$ cat config.mk
export PLATFORM = sky130hd
export DESIGN_NAME = intersection_ctrl
export DESIGN_NICKNAME = d
export VERILOG_FILES = /design/src/rtl/intersection_ctrl.sv
export SDC_FILE = /design/constraint.sdc
export NUM_CORES = 1
export LEC_CHECK = 0
export CAP_MARGIN = 40
export CORE_MARGIN = 3
export CORE_UTILIZATION = 40
export DETAILED_ROUTE_END_ITERATION = 6
export GPL_TIMING_DRIVEN = 0
export PLACE_DENSITY = 0.69
export RECOVER_POWER = 25
export SLEW_MARGIN = 20
export SYNTH_ARGS = -nofsm -noshare
export SYNTH_HDL_FRONTEND = slang
export SYNTH_SLANG_ARGS = --single-unit
$ cat constraint.sdc
create_clock -name clk -period 1.8 [get_ports clk]
set_clock_uncertainty 0.2 [all_clocks]
set_input_delay 0.36 -clock clk [delete_from_list [all_inputs] [get_ports clk]]
set_output_delay 0.36 -clock clk [all_outputs]
set_load 0.1 [all_outputs]
$ cat src/rtl/intersection_ctrl.sv
// Two-approach traffic controller with all-red clearance and rest-on-green.
// Optional pedestrian walk phase is compiled in with `define PED_WALK_EN.
module intersection_ctrl #(
  parameter int GREEN_CYC  = 30,
  parameter int YELLOW_CYC = 10,
  parameter int ALLRED_CYC = 4,
  parameter int WALK_CYC   = 20,
  parameter int TW         = 6
) (
  input  logic       clk,
  input  logic       rst_n,
  input  logic       enable,
  input  logic       ns_req,
  input  logic       ew_req,
  input  logic       ped_req,
  output logic       ns_red,
  output logic       ns_yellow,
  output logic       ns_green,
  output logic       ew_red,
  output logic       ew_yellow,
  output logic       ew_green,
  output logic       walk,
  output logic       ped_wait,
  output logic [2:0] state_out
);

  typedef enum logic [2:0] {
    OFF   = 3'd0,
    NS_G  = 3'd1,
    NS_Y  = 3'd2,
    AR_NS = 3'd3,
    EW_G  = 3'd4,
    EW_Y  = 3'd5,
    AR_EW = 3'd6,
    WALK  = 3'd7
  } state_t;

  localparam logic [TW-1:0] G_LAST = TW'(GREEN_CYC - 1);
  localparam logic [TW-1:0] Y_LAST = TW'(YELLOW_CYC - 1);
  localparam logic [TW-1:0] A_LAST = TW'(ALLRED_CYC - 1);
  localparam logic [TW-1:0] W_LAST = TW'(WALK_CYC - 1);

  state_t        state;
  logic [TW-1:0] timer;
  logic          next_dir_ew;
  logic          ped_pending;

`ifdef PED_WALK_EN
  logic enter_walk;

  assign enter_walk = (state == AR_NS || state == AR_EW) && (timer == A_LAST) && ped_pending;

  // Entering or occupying WALK serves the request; a press on that edge is absorbed.
  always_ff @(posedge clk or negedge rst_n) begin
    if (!rst_n) begin
      ped_pending <= 1'b0;
    end else if (!enable) begin
      ped_pending <= 1'b0;
    end else if (enter_walk || state == WALK) begin
      ped_pending <= 1'b0;
    end else if (ped_req) begin
      ped_pending <= 1'b1;
    end
  end

  assign walk = (state == WALK);
`else
  logic ped_req_unused;

  assign ped_req_unused = ped_req;
  assign ped_pending    = 1'b0;
  assign walk           = 1'b0;
`endif

  assign ped_wait  = ped_pending;
  assign state_out = state;

  always_ff @(posedge clk or negedge rst_n) begin
    if (!rst_n) begin
      state       <= OFF;
      timer       <= '0;
      next_dir_ew <= 1'b0;
    end else if (!enable) begin
      state <= OFF;
      timer <= '0;
    end else begin
      case (state)
        OFF: begin
          state       <= AR_EW;
          next_dir_ew <= 1'b0;
          timer       <= '0;
        end
        // Greens hold the timer at its last value while resting.
        NS_G: begin
          if (timer == G_LAST) begin
            if (ew_req || ped_pending) begin
              state <= NS_Y;
              timer <= '0;
            end
          end else begin
            timer <= timer + 1'b1;
          end
        end
        EW_G: begin
          if (timer == G_LAST) begin
            if (ns_req || ped_pending) begin
              state <= EW_Y;
              timer <= '0;
            end
          end else begin
            timer <= timer + 1'b1;
          end
        end
        NS_Y: begin
          if (timer == Y_LAST) begin
            state       <= AR_NS;
            next_dir_ew <= 1'b1;
            timer       <= '0;
          end else begin
            timer <= timer + 1'b1;
          end
        end
        EW_Y: begin
          if (timer == Y_LAST) begin
            state       <= AR_EW;
            next_dir_ew <= 1'b0;
            timer       <= '0;
          end else begin
            timer <= timer + 1'b1;
          end
        end
        AR_NS, AR_EW: begin
          if (timer == A_LAST) begin
            timer <= '0;
            if (ped_pending) state <= WALK;
            else             state <= next_dir_ew ? EW_G : NS_G;
          end else begin
            timer <= timer + 1'b1;
          end
        end
`ifdef PED_WALK_EN
        WALK: begin
          if (timer == W_LAST) begin
            timer <= '0;
            state <= next_dir_ew ? EW_G : NS_G;
          end else begin
            timer <= timer + 1'b1;
          end
        end
`endif
        default: begin
          state <= OFF;
          timer <= '0;
        end
      endcase
    end
  end

`ifndef PED_WALK_EN
  logic [TW-1:0] w_last_unused;
  assign w_last_unused = W_LAST;
`endif

  always_comb begin
    ns_red    = 1'b0;
    ns_yellow = 1'b0;
    ns_green  = 1'b0;
    ew_red    = 1'b0;
    ew_yellow = 1'b0;
    ew_green  = 1'b0;
    case (state)
      NS_G: begin ns_green  = 1'b1; ew_red = 1'b1; end
      NS_Y: begin ns_yellow = 1'b1; ew_red = 1'b1; end
      EW_G: begin ew_green  = 1'b1; ns_red = 1'b1; end
      EW_Y: begin ew_yellow = 1'b1; ns_red = 1'b1; end
      AR_NS, AR_EW, WALK: begin ns_red = 1'b1; ew_red = 1'b1; end
      default: ;
    endcase
  end

endmodule

==> impl_metrics.env, run 1 <==
export IMPL_io_pins=17
export IMPL_grt_pass1_wl_mm=4.09
export IMPL_via_per_inst=5.82
export IMPL_fin_util_pct=85.3
export IMPL_ant_nets=0
export IMPL_fin_crit_ns=2.16
export IMPL_cts_path_max_buffers=2
export IMPL_final_cells=153
export IMPL_tightestPinTransition_ns=0.499
export IMPL_fp_row_count=14
export IMPL_status="finished, violations left"
export IMPL_drt_total_wl_mm=3.13
export IMPL_min_period_over_period_pct=120
export IMPL_violations="negative setup slack"
export IMPL_antenna_found_initial=0
export IMPL_cts_hold_buf=0
export IMPL_rr_endpoint="state_out[1]"
export IMPL_drc=0
export IMPL_worst_slack_ns=-0.358
export IMPL_vias=891
export IMPL_wl_per_cell_um=20.5
export IMPL_grt_pass1_vias=842
export IMPL_final_common_cell="buf_4"
export IMPL_setup_tns_ns=-3.62
export IMPL_cp_num_buf_inv=1
export IMPL_cts_root_buf="clkbuf_4"
export IMPL_end_kind="flop"
export IMPL_critPathMaxFanout=4
export IMPL_worstPathArrival_ns=2.11
export IMPL_r2r_cells=7
export IMPL_portBuffers=13
export IMPL_finalHoldViolCount=0
export IMPL_track_usage_pct=22.6
export IMPL_die_h_um=49.0
export IMPL_ys_warn_count=0
export IMPL_stdcell_area_mm2=0.00138
export IMPL_async_flop_share_pct=100
export IMPL_synth_flop_cell="dfrtp_1"
export IMPL_power_density_mw_per_mm2=1850
export IMPL_cp_top_family="compound AO/OA/AOI/OAI gates"
export IMPL_rrSetupSlack_ns=-0.36
export IMPL_die_x_um=49.0
export IMPL_grt_max_degree=11
export IMPL_antenna_cells=0
export IMPL_syn2layout_area_growth_pct=86.0
export IMPL_slew_headroom_pct=66.6
export IMPL_final_max_slew_viol_count=0
export IMPL_slowest_delay_ns=0.39
export IMPL_crit_path_top_delay_cell="dfrtp_1"
export IMPL_reg2reg_from="timer[1]"
export IMPL_gp_congestion=0.774
export IMPL_initial_core_util_pct=45.9
export IMPL_core_area_mm2=0.00161
export IMPL_syn_instance_count=81
export IMPL_num_nets_final=138
export IMPL_fmax_mhz=463
export IMPL_worstHoldPathType="input port to async pin"
export IMPL_clk_latency_ns=0.28
export IMPL_ys_ff_latch=10
export IMPL_rsz0062_at_grt="yes"
export IMPL_crit_chain="inv_2 > ha_4 > nand3b_1 > o32ai_2 > o221ai_2 > mux2_4 > o21a_1"
export IMPL_placed_area_mm2=0.00108
export IMPL_cts_made_buffers=3
export IMPL_synthDistinctLibCells=39
export IMPL_drive_gt1_share_pct=53.5
export IMPL_yosysSeqAreaShare_pct=33.8
export IMPL_dp_cells=128
export IMPL_cts_tree="built"
export IMPL_grt_ovfl_total=0
export IMPL_critPathLaunchType="flop"
export IMPL_cts_sinks=10
export IMPL_drv_cap=0
export IMPL_crit_type="flop to flop"
export IMPL_htree_levels=1
export IMPL_crit_required_ns=1.75
export IMPL_synth_edf_count=0
export IMPL_most_common_layout_cells="buf_4, buf_12, buf_6, o21ai_1, dfrtp_1"
export IMPL_dp_hpwl_mm=1.37
export IMPL_drt_iter0_drc=51
export IMPL_synth_area_um2=739
export IMPL_dieArea_mm2=0.00240
export IMPL_drt_first_pass_iters=4
export IMPL_ir_drop_mv=1.25
export IMPL_setup_viol=16
export IMPL_path_clk_slew_ns=0.08
export IMPL_p_leak_nw=0.605
export IMPL_syn_avg_cell_area_um2=9.13
==> report_power, final <==
group / switching, W / total (W) / internal [W]
registers: 0.0000541 / 0.000330 / 0.000276
clock network: 0.0000891 / 0.000175 / 0.0000859
logic: 0.00113 / 0.00204 / 0.000905
==> area by class of cell <==
type	count	area (um^2)
Tap cell	24	30.0
Fill cell	82	236
Buffer	6	56.3
Clock buffer	4	26.3
Timing Repair Buffer	43	472
Sequential cell	10	260
Inverter	4	15.0
Multi-Input combinational cell	62	515
==> worst register-to-register path, cell delays in order (launching register included) <==
cell      delay [ns]
dfrtp_1         0.39
inv_2           0.08
ha_4            0.12
nand3b_1        0.19
o32ai_2         0.39
o221ai_2        0.18
mux2_4          0.32
o21a_1          0.17
==> what timing repair did <==
action	in CTS	in global routing
setup buffers	16	9
pin swaps	5	8
setup endpoints to repair	18	17
gates resized for setup	41	14
==> how the worst max path moves through the flow <==
| stage | slack [ns] | end | depth (start not counted) | from |
|---|---|---|---|---|
| 6_report | -0.36 | state_out[1] | 7 | timer[1] |
| 2_1_floorplan | -0.94 | state_out[1] | 5 | state_out[1] |
| 3_5_place_dp | -0.62 | ns_green | 5 | state_out[1] |
| 3_3_place_gp | -1.03 | ns_green | 4 | state_out[1] |
| 5_1_grt | -0.41 | state_out[1] | 7 | timer[1] |
| 4_1_cts | -0.25 | ew_red | 4 | state_out[1] |
==> stage by stage <==
step | hold slack [ns] | total power [W] | worst slack, ns
floorplan | -0.136 | 0.00134 | -0.939
global placement | 0.326 | 0.00157 | -1.03
detailed placement | 0.332 | 0.00183 | -0.624
CTS | 0.229 | 0.00226 | -0.247
global route | 0.295 | 0.00263 | -0.415
finish | 0.279 | 0.00254 | -0.358
==> sequential cells by signal, summed over array words and instances, names as in the netlist <==
register and count:
timer 6, state_out 3, next_dir_ew 1
==> metal layers <==
layer | vias up | GRT usage (%) | wire length, um
met5 | - | 0 | 0
met4 | 0 | 10.4 | 150
met3 | 18 | 7.34 | 271
met2 | 78 | 38.9 | 1580
met1 | 414 | 25.0 | 1130
li1 | 381 | - | -
==> kinds of logic after synthesis <==
logic type	count (synthesis)	share of synthesized area (%)
XOR/XNOR	4	4.74
buffers and inverters	10	6.09
flip-flops	10	33.8
multiplexers	3	4.74
other	1	0.507
adder cells (fa/ha/maj)	2	3.38
AO/OA/AOI/OAI	19	20.1
AND/OR/NAND/NOR	32	26.6
==> cell usage after synthesis (all sizes together), types with 2 or more instances <==
cell | count | area share, %
buf | 2 | 2.0
nor3 | 3 | 2.7
mux2i | 2 | 2.7
nor2 | 6 | 3.0
dfrtp | 10 | 34
o21a | 2 | 2.0
o21ai | 6 | 4.1
nor2b | 3 | 2.5
xnor2 | 2 | 2.4
clkbuf | 4 | 2.0
nand2 | 3 | 1.5
o32ai | 2 | 4.4
ha | 2 | 3.4
nor3b | 3 | 3.7
nand3 | 5 | 3.4
inv | 4 | 2.0
xor2 | 2 | 2.4
a21oi | 2 | 1.4
No activity file was read; power rests on OpenSTA's default activity.
==> run 2, diff against run 1 <==
--- a/config.mk
+++ b/config.mk
@@ -12,2 +12,3 @@
 export GPL_TIMING_DRIVEN = 0
+export HOLD_SLACK_MARGIN = 0.06
 export PLACE_DENSITY = 0.69
==> constraint.sdc (replaced) <==
create_clock -name clk -period 1.8 [get_ports clk]
set_clock_uncertainty 0.2 [all_clocks]
set_input_delay 0.45 -clock clk [delete_from_list [all_inputs] [get_ports clk]]
set_output_delay 0.45 -clock clk [all_outputs]
set_load 0.1 [all_outputs]
==> impl_metrics.env, run 2 (synthesis gave the netlist of run 1 again) <==
export IMPL_drc=0
export IMPL_final_max_slew_viol_count=0
export IMPL_p_leak_nw=0.604
export IMPL_rrSetupSlack_ns=-0.40
export IMPL_dieArea_mm2=0.00240
export IMPL_min_period_over_period_pct=122
export IMPL_drt_total_wl_mm=3.07
export IMPL_cp_num_buf_inv=1
export IMPL_ir_drop_mv=1.26
export IMPL_syn2layout_area_growth_pct=94.2
export IMPL_cts_root_buf="clkbuf_4"
export IMPL_ant_nets=0
export IMPL_critPathLaunchType="flop"
export IMPL_crit_type="flop to flop"
export IMPL_final_common_cell="buf_4"
export IMPL_crit_chain="inv_2 > ha_4 > nand3b_1 > nor3_2 > o221ai_2 > mux2_4 > o21a_1"
export IMPL_largest_reg_flops=6
export IMPL_antenna_cells=0
export IMPL_worst_slack_ns=-0.396
export IMPL_end_kind="flop"
export IMPL_setup_viol=18
export IMPL_most_common_layout_cells="buf_4, buf_6, buf_12, dfrtp_1, nand3_1"
export IMPL_drive_gt1_share_pct=58.7
export IMPL_worstHoldPathType="input port to async pin"
export IMPL_die_x_um=49.0
export IMPL_cts_path_max_buffers=2
export IMPL_setup_tns_ns=-4.33
export IMPL_fmax_mhz=455
export IMPL_cts_sinks=10
export IMPL_violations="negative setup slack"
export IMPL_worstPathArrival_ns=2.15
export IMPL_clkPwrFrac_pct=6.6
export IMPL_path_clk_slew_ns=0.08
export IMPL_gp_congestion=0.779
export IMPL_fp_row_count=14
export IMPL_top_register="timer"
export IMPL_wl_per_cell_um=20.5
export IMPL_core_area_mm2=0.00161
export IMPL_via_per_inst=5.80
export IMPL_multiInputGateArea_um2=571
export IMPL_drt_iter0_drc=44
export IMPL_whs_ns=0.373
export IMPL_num_nets_final=135
export IMPL_grt_ovfl_total=0
export IMPL_drv_cap=0
export IMPL_netSwitchingPower_w=0.00130
export IMPL_die_h_um=49.0
export IMPL_rsz0062_at_grt="yes"
export IMPL_p_sw_share_pct=49.6
export IMPL_grt_pass1_wl_mm=3.71
export IMPL_vias=870
export IMPL_slowest_delay_ns=0.41
export IMPL_regArea_um2=260
export IMPL_p_comb_share_pct=80.7
export IMPL_grt_pass1_vias=766
export IMPL_clk_latency_ns=0.28
export IMPL_antenna_found_initial=0
export IMPL_seqPwrFrac_pct=12.7
export IMPL_cts_made_buffers=3
export IMPL_cts_tree="built"
export IMPL_stdcell_area_mm2=0.00144
export IMPL_io_pins=17
export IMPL_cp_top_family="simple AND/OR/NAND/NOR gates"
export IMPL_dp_hpwl_mm=1.36
export IMPL_fin_crit_ns=2.20
export IMPL_power_density_mw_per_mm2=1820
export IMPL_initial_core_util_pct=45.9
export IMPL_dp_slack_ns=-0.702
export IMPL_p_int_w=0.00132
export IMPL_critPathMaxFanout=4
export IMPL_htree_levels=1
export IMPL_track_usage_pct=20.1
export IMPL_placed_area_mm2=0.00108
export IMPL_slew_headroom_pct=66.4
export IMPL_crit_path_top_delay_cell="dfrtp_1"
export IMPL_status="finished, violations left"
export IMPL_crit_required_ns=1.76
export IMPL_portBuffers=13
export IMPL_finalHoldViolCount=0
export IMPL_grt_max_degree=11
export IMPL_tightestPinTransition_ns=0.502
export IMPL_power_w=0.00262
export IMPL_n_fill_cell=66
export IMPL_drt_first_pass_iters=4
[run 2: worst paths after layout]
check | start | end | depth (start not counted)
setup reg to reg | timer[1] | state_out[1] | 7
hold / removal | rst_n | timer[3] | 1
setup / recovery | timer[1] | state_out[1] | 7
max in group asynchronous | rst_n | state_out[0] | 1
min in group clk | timer[1] | timer[1] | 2
hold reg to reg | timer[1] | timer[1] | 2
[run 2: layer usage]
metal | global-route usage (%) | vias to the layer above | share of wire [%]
met5 | 0 | - | 0
met4 | 5.21 | 0 | 6.4
met3 | 5.81 | 22 | 7.5
met2 | 34.6 | 64 | 46
met1 | 24.2 | 408 | 40
li1 | - | 376 | -
[run 2: final cells by class]
class                   instances  share of cell area [%]
plain buffers                   6                    5.31
clock buffers                   4                    1.83
inverters                       4                    1.05
multi-input cells              62                    39.7
flip-flops and latches         10                    18.1
well taps                      24                    2.09
repair buffers                 40                    31.9
[run 2: timing repair]
action                                  4_1_cts  5_1_grt
pin swaps                                     6       11
endpoints found under the setup margin       19       19
resized for setup                            57       19
hold buffers                                  0        0
buffers inserted                             11       12
[run 2: per-stage QoR]
| step | utilization, % | cells |
|---|---|---|
| 2_1_floorplan | - | 82 |
| 3_3_place_gp | 58.5 | 119 |
| 3_5_place_dp | 66.9 | 128 |
| 4_1_cts | 79.6 | 140 |
| 5_1_grt | 89.1 | 150 |
| 6_report | 89.1 | 150 |
[run 2: power groups by stage]
stage                     Clock, W  Sequential, W  Combinational (W)
after floorplan                  0       0.000516           0.000829
after global placement           0       0.000348            0.00122
after detailed placement         0       0.000353            0.00148
after CTS                 0.000169       0.000315            0.00185
after global routing      0.000189       0.000340            0.00217
final                     0.000172       0.000333            0.00211
[run 2: worst reg2reg max path, cell delays in order (launching register included)]
cell	delay, ns
dfrtp_1	0.41
inv_2	0.10
ha_4	0.12
nand3b_1	0.23
nor3_2	0.38
o221ai_2	0.17
mux2_4	0.32
o21a_1	0.16
